===== src/rtl/addsub_pkg.sv =====
// rtl/addsub_pkg.sv - shared constants and helpers for the pipelined adder/subtractor
package addsub_pkg;

  localparam logic OP_ADD = 1'b0;
  localparam logic OP_SUB = 1'b1;

  function automatic int unsigned chunk_width(input int unsigned width, input int unsigned stages);
    return width / stages;
  endfunction

endpackage


===== src/rtl/addsub_slice.sv =====
// rtl/addsub_slice.sv - W-bit combinational ripple adder built from full_adder cells
module addsub_slice #(
  parameter int unsigned W = 4
) (
  input  logic [W-1:0] a,
  input  logic [W-1:0] b,
  input  logic         cin,
  output logic [W-1:0] sum,
  output logic         cout,
  output logic         c_msb
);

  logic [W:0] c;

  assign c[0] = cin;

  for (genvar i = 0; i < W; i++) begin : g_bit
    full_adder u_fa (
      .a    (a[i]),
      .b    (b[i]),
      .cin  (c[i]),
      .s    (sum[i]),
      .cout (c[i+1])
    );
  end

  assign cout  = c[W];
  // Carry into the MSB; the top XORs it with cout for signed overflow.
  assign c_msb = c[W-1];

endmodule


===== src/rtl/full_adder.sv =====
// rtl/full_adder.sv - one-bit full adder cell
module full_adder (
  input  logic a,
  input  logic b,
  input  logic cin,
  output logic s,
  output logic cout
);

  assign s    = a ^ b ^ cin;
  assign cout = (a & b) | (cin & (a ^ b));

endmodule


===== src/rtl/pipelined_addsub.sv =====
// rtl/pipelined_addsub.sv - STAGES-deep pipelined ripple adder/subtractor with valid/ready flow
module pipelined_addsub
  import addsub_pkg::*;
#(
  parameter int unsigned WIDTH  = 16,
  parameter int unsigned STAGES = 4
) (
  input  logic             clk,
  input  logic             reset,
  input  logic             in_valid,
  output logic             in_ready,
  input  logic [WIDTH-1:0] X,
  input  logic [WIDTH-1:0] Y,
  input  logic             Cin,
  input  logic             Sub,
  output logic             out_valid,
  input  logic             out_ready,
  output logic [WIDTH-1:0] Sum,
  output logic             Cout,
  output logic             Ovf,
  output logic             Zero
);

  localparam int unsigned CHUNK = chunk_width(WIDTH, STAGES);

  if (STAGES < 1 || (WIDTH % STAGES) != 0) begin : g_bad_cfg
    $error("pipelined_addsub: WIDTH must be a non-zero multiple of STAGES");
  end

  logic stall;
  logic accept;

  // Stage inputs: stage 0 sees the port operands, stage k sees stage k-1's registers.
  logic [WIDTH-1:0] x_in [STAGES];
  logic [WIDTH-1:0] y_in [STAGES];
  logic [WIDTH-1:0] s_in [STAGES];
  logic             c_in [STAGES];
  logic             v_in [STAGES];

  logic [CHUNK-1:0] sl_sum  [STAGES];
  logic             sl_cout [STAGES];
  logic             sl_cmsb [STAGES];

  logic [WIDTH-1:0] x_d [STAGES];
  logic [WIDTH-1:0] x_q [STAGES];
  logic [WIDTH-1:0] y_d [STAGES];
  logic [WIDTH-1:0] y_q [STAGES];
  logic [WIDTH-1:0] s_d [STAGES];
  logic [WIDTH-1:0] s_q [STAGES];
  logic             c_d [STAGES];
  logic             c_q [STAGES];
  logic             v_d [STAGES];
  logic             v_q [STAGES];
  logic             ovf_d;
  logic             ovf_q;
  logic             zero_d;
  logic             zero_q;

  assign stall    = v_q[STAGES-1] & ~out_ready;
  assign in_ready = ~stall;
  assign accept   = in_valid & in_ready;

  always_comb begin : stage_inputs
    // Bubbles enter with zeroed data so idle stages never carry stale operands.
    x_in[0] = accept ? X : '0;
    y_in[0] = accept ? ((Sub == OP_ADD) ? Y : ~Y) : '0;
    c_in[0] = accept & (Cin ^ (Sub == OP_SUB));
    s_in[0] = '0;
    v_in[0] = accept;
    for (int k = 1; k < STAGES; k++) begin
      x_in[k] = x_q[k-1];
      y_in[k] = y_q[k-1];
      s_in[k] = s_q[k-1];
      c_in[k] = c_q[k-1];
      v_in[k] = v_q[k-1];
    end
  end

  for (genvar k = 0; k < STAGES; k++) begin : g_stage
    addsub_slice #(
      .W (CHUNK)
    ) u_slice (
      .a     (x_in[k][k*CHUNK +: CHUNK]),
      .b     (y_in[k][k*CHUNK +: CHUNK]),
      .cin   (c_in[k]),
      .sum   (sl_sum[k]),
      .cout  (sl_cout[k]),
      .c_msb (sl_cmsb[k])
    );
  end

  always_comb begin : stage_next
    for (int k = 0; k < STAGES; k++) begin
      x_d[k] = x_in[k];
      y_d[k] = y_in[k];
      c_d[k] = sl_cout[k];
      v_d[k] = v_in[k];
      s_d[k] = s_in[k];
      s_d[k][k*CHUNK +: CHUNK] = sl_sum[k];
    end
    ovf_d  = v_in[STAGES-1] & (sl_cout[STAGES-1] ^ sl_cmsb[STAGES-1]);
    zero_d = v_in[STAGES-1] & (s_d[STAGES-1] == '0);
  end

  always_ff @(posedge clk or posedge reset) begin
    if (reset) begin
      for (int k = 0; k < STAGES; k++) begin
        x_q[k] <= '0;
        y_q[k] <= '0;
        s_q[k] <= '0;
        c_q[k] <= 1'b0;
        v_q[k] <= 1'b0;
      end
      ovf_q  <= 1'b0;
      zero_q <= 1'b0;
    end else if (!stall) begin
      for (int k = 0; k < STAGES; k++) begin
        x_q[k] <= x_d[k];
        y_q[k] <= y_d[k];
        s_q[k] <= s_d[k];
        c_q[k] <= c_d[k];
        v_q[k] <= v_d[k];
      end
      ovf_q  <= ovf_d;
      zero_q <= zero_d;
    end
  end

  assign out_valid = v_q[STAGES-1];
  assign Sum       = s_q[STAGES-1];
  assign Cout      = c_q[STAGES-1];
  assign Ovf       = ovf_q;
  assign Zero      = zero_q;

endmodule

===== config.mk =====
export PLATFORM = sky130hd
export DESIGN_NAME = pipelined_addsub
export DESIGN_NICKNAME = d
export VERILOG_FILES = /design/src/rtl/addsub_pkg.sv /design/src/rtl/addsub_slice.sv /design/src/rtl/full_adder.sv /design/src/rtl/pipelined_addsub.sv
export SDC_FILE = /design/constraint.sdc
export NUM_CORES = 1
export LEC_CHECK = 0
export BUFFER_PORTS_ARGS = -buffer_cell sky130_fd_sc_hd__buf_2
export CORE_ASPECT_RATIO = 2
export CORE_UTILIZATION = 45
export CTS_CLUSTER_SIZE = 20
export DETAILED_ROUTE_END_ITERATION = 8
export PLACE_DENSITY = 0.65
export RECOVER_POWER = 25
export SLEW_MARGIN = 15
export SYNTH_ARGS = -nofsm -noshare
export SYNTH_HDL_FRONTEND = slang
export SYNTH_SLANG_ARGS = --single-unit

===== constraint.sdc =====
create_clock -name clk -period 4.47 [get_ports clk]
set_input_delay 0.894 -clock clk [delete_from_list [all_inputs] [get_ports clk]]
set_output_delay 0.894 -clock clk [all_outputs]
set_load 0.01 [all_outputs]

==> results of run 1 <==
==> metal layers <==
metal	wire, um	part of all wire (%)	vias up
li1	-	-	1436
met1	3234	42	1333
met2	3983	52	55
met3	233	3.1	11
met4	185	2.4	0
met5	0	0	-
==> power by group <==
group | leakage, uW | internal, uW | total (uW) | switching, uW
Sequential | 0.00125 | 1220 | 1410 | 187
Clock | 0.000160 | 495 | 829 | 334
Combinational | 0.00114 | 360 | 906 | 546
Total | 0.00254 | 2080 | 3140 | 1070
==> registers in the layout, summed over array words and instances, names as in the netlist <==
register and cells:
s_d 24, x_d 24, y_d 24, Sum 16, c_in 3, v_d 3, Cout 1, Ovf 1
Zero 1, out_valid 1
==> path summary, 6_finish.rpt <==
kind	end	cells after the start	slack, ns	from
setup / recovery	s_d[35]$_DFFE_PP0N_	11	1.20	out_ready
hold / removal	Sum[11]$_DFFE_PP0N_	2	0.46	Sum[11]$_DFFE_PP0N_
setup reg to reg	s_d[35]$_DFFE_PP0N_	10	1.48	out_valid$_DFFE_PP0N_
hold reg to reg	Sum[11]$_DFFE_PP0N_	2	0.46	Sum[11]$_DFFE_PP0N_
max in group asynchronous	x_d[42]$_DFFE_PP0N_	2	1.35	reset
min in group asynchronous	Sum[5]$_DFFE_PP0N_	2	1.54	reset
==> cells in the final DEF (no fill, tap or decap) <==
cell,synthesis,layout
bufinv_16,0,2
fa_1,16,16
a21oi_1,11,11
nor2b_4,0,1
and3_1,3,3
nand2_1,180,180
inv_4,1,1
inv_6,0,2
o21ai_0,19,19
buf_4,2,3
xor2_1,1,1
nor4_1,3,3
clkinv_2,0,1
nand2b_1,1,1
clkbuf_16,0,9
dfrtp_1,98,98
nand4_1,1,1
o22ai_1,2,2
and2_4,1,1
nor2_1,15,15
clkinv_4,0,2
buf_2,10,58
inv_1,23,23
xnor2_1,17,17
nand3_1,1,1
a22o_1,12,12
nor4bb_1,1,1
==> critical path: stages <==
cell     delay (ns)
buf_2          0.11
nor2b_4        0.16
inv_4          0.05
nand2_1        0.38
nor2_1         0.14
fa_1           0.43
fa_1           0.39
fa_1           0.36
inv_1          0.08
fa_1           0.40
a21oi_1        0.12
==> cell type report <==
| type | instances | area (um2) | share of cell area (%) |
|---|---|---|---|
| sequential | 98 | 2452 | 50.30 |
| timing repair buffer | 61 | 312.8 | 6.415 |
| multi-input combinational | 285 | 1565 | 32.10 |
| clock buffer | 9 | 225.2 | 4.619 |
| clock inverter | 7 | 100.1 | 2.053 |
| tap | 102 | 127.6 | 2.617 |
| inverter | 24 | 92.59 | 1.899 |
==> through the flow <==
step / cell area (um2) / total power, uW / util, %
floorplan: 4228 / 2053 / -
global route: 4876 / 3389 / 53.74
global placement: 4553 / 2309 / 50.18
detailed placement: 4553 / 2357 / 50.18
finish: 4876 / 3143 / 53.74
CTS: 4878 / 3190 / 53.76
==> logic make-up (layout without fill, tap and decap cells) <==
group	after synthesis	in the layout
compound gates	44	44
fa+ha+maj	16	16
simple gates	207	207
buf+inv	48	101
xor+xnor	18	18
flops	98	98
==> metrics.md, run 1 <==
| Metric | Value |
|---|---|
| XOR/XNOR share of the synthesized area | under 10% |
| Count leader, synth | nand2_1 |
| GRT met2 Usage | between 20 and 30% |
| Synthesized area per cell | about 9.8 um2 |
| Area of the mapped netlist | 4228 um2 |
| WL final | roughly 7.6 mm |
| GRT Overall Usage | approximately 18% |
| Met1 usage | roughly 22% |
| Largest net degree at the start of global routing | ~100 |
| Vias after detailed routing | roughly 2800 |
| Setup WS pre-CTS | approximately 0.8 ns |
| Normalized max-slew margin | -85.67% |
| Nets | between 500 and 600 |
| Worst path required time | between 4 and 5 ns |
| Main synth FF type | dfrtp_1 |
| Core area | 9074 um2 |
| Slew @ Worst Pin | 2.782 ns |
| Die Y-Extent | approximately 140 um |
| Resized Gates After CTS | 0 |
| # fillers | 849 |
| Count of mapped cells out of synthesis | approximately 430 |
| Clock slew at reported path FFs | 0.07 ns |
| Post-CTS Repair Setup Buffers | 0 |
| Critical path peak fanout | 17 |
| Vias in the first global route | between 2000 and 3000 |
| Total grt overflow | 0 |
| Port Buffers | 58 |
| Cells after DPL | 570 |
| Minimum clock period | between 3 and 4 ns |
| CTS Buf Count | 9 |
| Initial Utilization | between 40% and 50% |
| IO Count | 59 |
| Synth warn | 0 |
| Critical path type | input port to flip-flop |
| Post-synthesis compound-gate area fraction | 6.333% |
| Distinct cells, synth | 24 |
| Vias/cell | ~4.8 |
| Area Overhead vs Synth | 15.33% |
| TritonCTS Sinks | 98 |
| Leakage | approximately 0.0025 uW |
| RD Place Congestion | roughly 0.77 |
| Max-Cap Viols | 1 |
| Initial antenna violation count | 0 |
| DR WL/cell | 13.03 um |
| Worst Hold Class | flip-flop to flip-flop |
| CTS Buffer Depth | 2 |
| Failing checks | design-rule violations, max-capacitance violations, max-slew violations |
| First-pass GRT wire length | about 13 mm |
| Worst-Skew Late Latency | between 0.3 and 0.4 ns |
| CTS tree | yes |
| FMAX | about 310 MHz |
| Sequential fraction of the synthesis area | approximately three fifths |
| Layout cells sized above 1 | between 10% and 20% |
| Sum of negative setup slack | 0 ns |
| Post-synth top cells | nand2_1 (180), dfrtp_1 (98), inv_1 (23) |
| Setup Viol. Count Final | 0 |
| Crit start category | input port |
| Flops & latches, synth | 98 |
| # diodes | 0 |
| RSZ-0062 raised after global routing | no |
| WP data arrival | 3.53 ns |
| Synth Area in Simple Gates | between 15 and 20% |
| Synth top area share | 58.01% |
| DRC Markers | 6 |
| Core Rows | 49 |
| Final worst path period share | about three quarters |
| Adder-cell area share of the yosys netlist | ~7.6% |
| Ranking of synthesized cells by area | dfrtp_1 (58%), nand2_1 (16%), fa_1 (7.6%) |
| Fin Clk Skew | around 0.0076 ns |
| Status | complete, but fails checks |
| Iter 0 DRT Violations | about 210 |
| Hold Fails Final Rpt | 0 |
| CTS root buf | clkbuf_16 |
| Syn Nets | approximately 490 |
| Met3 Usage GRT | approximately 3.5% |
| Die Wd | 70.54 um |
| Pre-antenna DRT Iters | 6 |
| CTS H-Tree Depth | 3 |
| Post-route ant nets | 0 |
| # hold bufs at CTS | 0 |
| Ys async rst share | 100.0% |
| Maximum VDD drop | slightly below 0.0003 V |
| Hold_ws | around 0.46 ns |
| Yosys top cell by area | dfrtp_1 |
| Placed wire-length estimate | about 5.2 mm |
| Worst setup margin | approximately 1.2 ns |
| Largest family of logic cells by synthesized area | simple AND/OR/NAND/NOR gates |
| Non-Filler Instances | 586 |
| Final Max Tran Viols | 78 |
| Post-synthesis mux area share | 0% |
| EDFF count, synth | 0 |
| Power per cell area | 644.6 nW/um2 |
| Worst setup EP type | flip-flop |
| Die ar. | ~9800 um2 |
| Gr busiest metal | met2 |
(Power assumes the default switching activity.)
==> inputs of run 2 (changes only) <==
--- a/config.mk
+++ b/config.mk
@@ -10,7 +10,7 @@
 export CORE_UTILIZATION = 45
 export CTS_CLUSTER_SIZE = 20
 export DETAILED_ROUTE_END_ITERATION = 8
-export PLACE_DENSITY = 0.65
+export PLACE_DENSITY = 0.68
 export RECOVER_POWER = 25
 export SLEW_MARGIN = 15
 export SYNTH_ARGS = -nofsm -noshare
==> constraint.sdc (replaced) <==
create_clock -name clk -period 2.9 [get_ports clk]
set_input_delay 0.58 -clock clk [delete_from_list [all_inputs] [get_ports clk]]
set_output_delay 0.58 -clock clk [all_outputs]
set_load 0.01 [all_outputs]
==> run 2 against run 1 <==
The run ends with design-rule violations left. Critical path depth down 2. Clock skew down 0.0037 ns. Final cell count unchanged. Die area unchanged. Setup slack worse by 0.88 ns. Clock power up 22%. Hold slack worse by 0.059 ns. Global-route usage down 0.26 points. Core utilization down 0.55 points. First-iteration DRC count down 15%. Register-to-register slack worse by 1.2 ns. Via count up 1.5%.
==> metrics.md, run 2 (same netlist as run 1, synthesis figures left out) <==
| Metric | Value |
|---|---|
| Status | complete, but fails checks |
| Failing checks | design-rule violations |
| Normalized max-slew margin | 17.93% (+100 points) |
| Layout cells sized above 1 | 16.94% (+0.41 points) |
| Hold Fails Final Rpt | 0 (unchanged) |
| FMAX | between 300 and 400 MHz |
| Power per cell area | 951.2 nW/um2 (+48%) |
| Vias/cell | 4.911 (+1.5%) |
| Final Max Tran Viols | 0 (-100%) |
| DP Area | 4602 um2 (+1.1%) |
| # hold bufs at CTS | 0 (unchanged) |
| Slowest library cell on the worst path | fa_1 |
| Leakage | 0.002505 uW (-1.5%) |
| RD Place Congestion | 0.7914 (+2.3%) |
| Area Overhead vs Synth | 14.15% |
| CTS root buf | clkbuf_16 |
| Fin Clk Skew | 0.003935 ns (-0.003707 ns) |
| IO Count | 59 (unchanged) |
| Most common cell after layout, fill and taps aside | nand2_1 |
| Commonest cells after routing, fill and taps aside | nand2_1 (179), dfrtp_1 (98), buf_2 (58) |
| DR WL/cell | 12.99 um (-0.34%) |
| Setup WS pre-CTS | -0.02244 ns (-0.8170 ns) |
| Resized Gates After CTS | 0 (unchanged) |
| TritonCTS Sinks | 98 (unchanged) |
| CTS tree | yes |
| Hold_ws | 0.4002 ns (-0.05893 ns) |
| CP delay by family, top | adder cells |
| WL final | 7.611 mm (-0.34%) |
| Port Buffers | 58 (unchanged) |
| Post-route ant nets | 0 (unchanged) |
| R2R Path End | s_d[35]$_DFFE_PP0N_ |
| CTS Buffer Depth | 2 (unchanged) |
| Crit-path cells | nor2b_4 > inv_4 > and3_4 > fa_2 > fa_2 > fa_1 > inv_1 > fa_1 > a21oi_1 |
| Vias in the first global route | 2832 (-1.3%) |
| Worst setup margin | 0.3213 ns (-0.8809 ns) |
| Critical path peak fanout | 5 (-12) |
| Initial Utilization | 46.59% (unchanged) |
| Core Rows | 49 (unchanged) |
| Largest net degree at the start of global routing | 97 (-1.0%) |
| Vias after detailed routing | 2878 (+1.5%) |
| Placed wire-length estimate | 5.281 mm (+1.4%) |
| Worst reg-to-reg setup slack | 0.32 ns (-1.16 ns) |
| Buffers & Inverters on Critical Path | 2 (-1) |
| First-pass GRT wire length | 13.05 mm (-2.3%) |
| Worst r2r path cells | 9 (-1) |
| Crit start category | flip-flop |
| Die Wd | 70.54 um (unchanged) |
| WP data arrival | 2.84 ns (-0.69 ns) |
| Non-Filler Instances | 586 (unchanged) |
| Worst-Skew Late Latency | 0.33 ns (about the same) |
| Slew @ Worst Pin | 1.231 ns (-1.551 ns) |
| Critical path type | flip-flop to flip-flop |
| Setup Viol. Count Final | 0 (unchanged) |
| Worst setup EP type | flip-flop |
| Minimum clock period | approximately 2.6 ns |
| Worst path required time | 3.16 ns (-1.58 ns) |
| Final worst path period share | about nine tenths |
| Fin area | 4826 um2 (-1.0%) |
| Clock slew at reported path FFs | 0.06 ns (about the same) |
| Die ar. | 9810 um2 (unchanged) |
| Nets | 536 (+0.56%) |
| CP peak stage delay | 0.40 ns (-0.03 ns) |
| CTS Buf Count | 9 (unchanged) |
| Iter 0 DRT Violations | 179 (-15%) |
| Pre-antenna DRT Iters | 6 (unchanged) |
| Reg2reg start | out_valid$_DFFE_PP0N_ |
| Worst Hold Class | input port to async pin |
| GRT Overall Usage | 17.28% (-0.26 points) |
| Total grt overflow | 0 (unchanged) |
| Cells after DPL | 573 (+0.53%) |
| Maximum VDD drop | 0.0004354 V (+49%) |
| Core area | 9074 um2 (unchanged) |
| Die Y-Extent | 139.1 um (unchanged) |
| Post-CTS Repair Setup Buffers | 0 (unchanged) |
| RSZ-0062 raised after global routing | no |
| # diodes | 0 (unchanged) |
| CTS H-Tree Depth | 3 (unchanged) |
| Initial antenna violation count | 0 (unchanged) |
| DRC Markers | 8 (+2) |
| Max-Cap Viols | 0 (-1) |
run 2: final cells by class:
cell class | instances | area (um2)
Inverter | 24 | 93.84
Clock buffer | 12 | 236.5
Timing Repair Buffer | 64 | 332.8
Tap cell | 102 | 127.6
Fill cell | 855 | 4248
Clock inverter | 1 | 5.005
Multi-Input combinational cell | 285 | 1578
Sequential cell | 98 | 2452
run 2: metal layers:
metal	vias to the layer above	GRT usage (%)	wire length [um]
li1	1431	-	-
met4	0	8.526	191
met5	-	0	0
met3	13	3.052	225
met1	1377	20.66	3184
met2	57	29.69	4009
run 2: worst max-delay path by stage:
stage / from / end / slack (ns) / cells after the start
2_1_floorplan: out_ready / s_d[35]$_DFFE_PP0N_ / 0.002 / 11
3_3_place_gp: out_ready / s_d[35]$_DFFE_PP0N_ / 0.02 / 10
3_5_place_dp: out_ready / s_d[35]$_DFFE_PP0N_ / -0.02 / 10
4_1_cts: out_valid$_DFFE_PP0N_ / s_d[35]$_DFFE_PP0N_ / 0.30 / 9
5_1_grt: x_d[12]$_DFFE_PP0N_ / Zero$_DFFE_PP0N_ / 0.14 / 10
6_report: out_valid$_DFFE_PP0N_ / s_d[35]$_DFFE_PP0N_ / 0.32 / 9
run 2: power by group:
group | switching (uW) | internal, uW | leakage [uW]
clock network | 442 | 566 | 0.000118
registers | 290 | 1880 | 0.00125
logic | 850 | 560 | 0.00114
run 2: per-stage QoR:
step | TNS, ns | util (%) | power [uW]
finish | 0 | 53.19 | 4590
CTS | 0 | 53.38 | 4656
global route | 0 | 53.19 | 4966
detailed placement | -0.02244 | 50.72 | 3640
floorplan | 0 | - | 3173
global placement | 0 | 50.72 | 3561
run 2: worst reg2reg max path, delay by kind of cell (launching register included):
family / cells / cell delay (ns)
AND/OR/NAND/NOR: 2 / 0.39
adder cells (fa/ha/maj): 4 / 1.51
flip-flops: 1 / 0.34
AO/OA/AOI/OAI: 1 / 0.13
buffers and inverters: 2 / 0.14
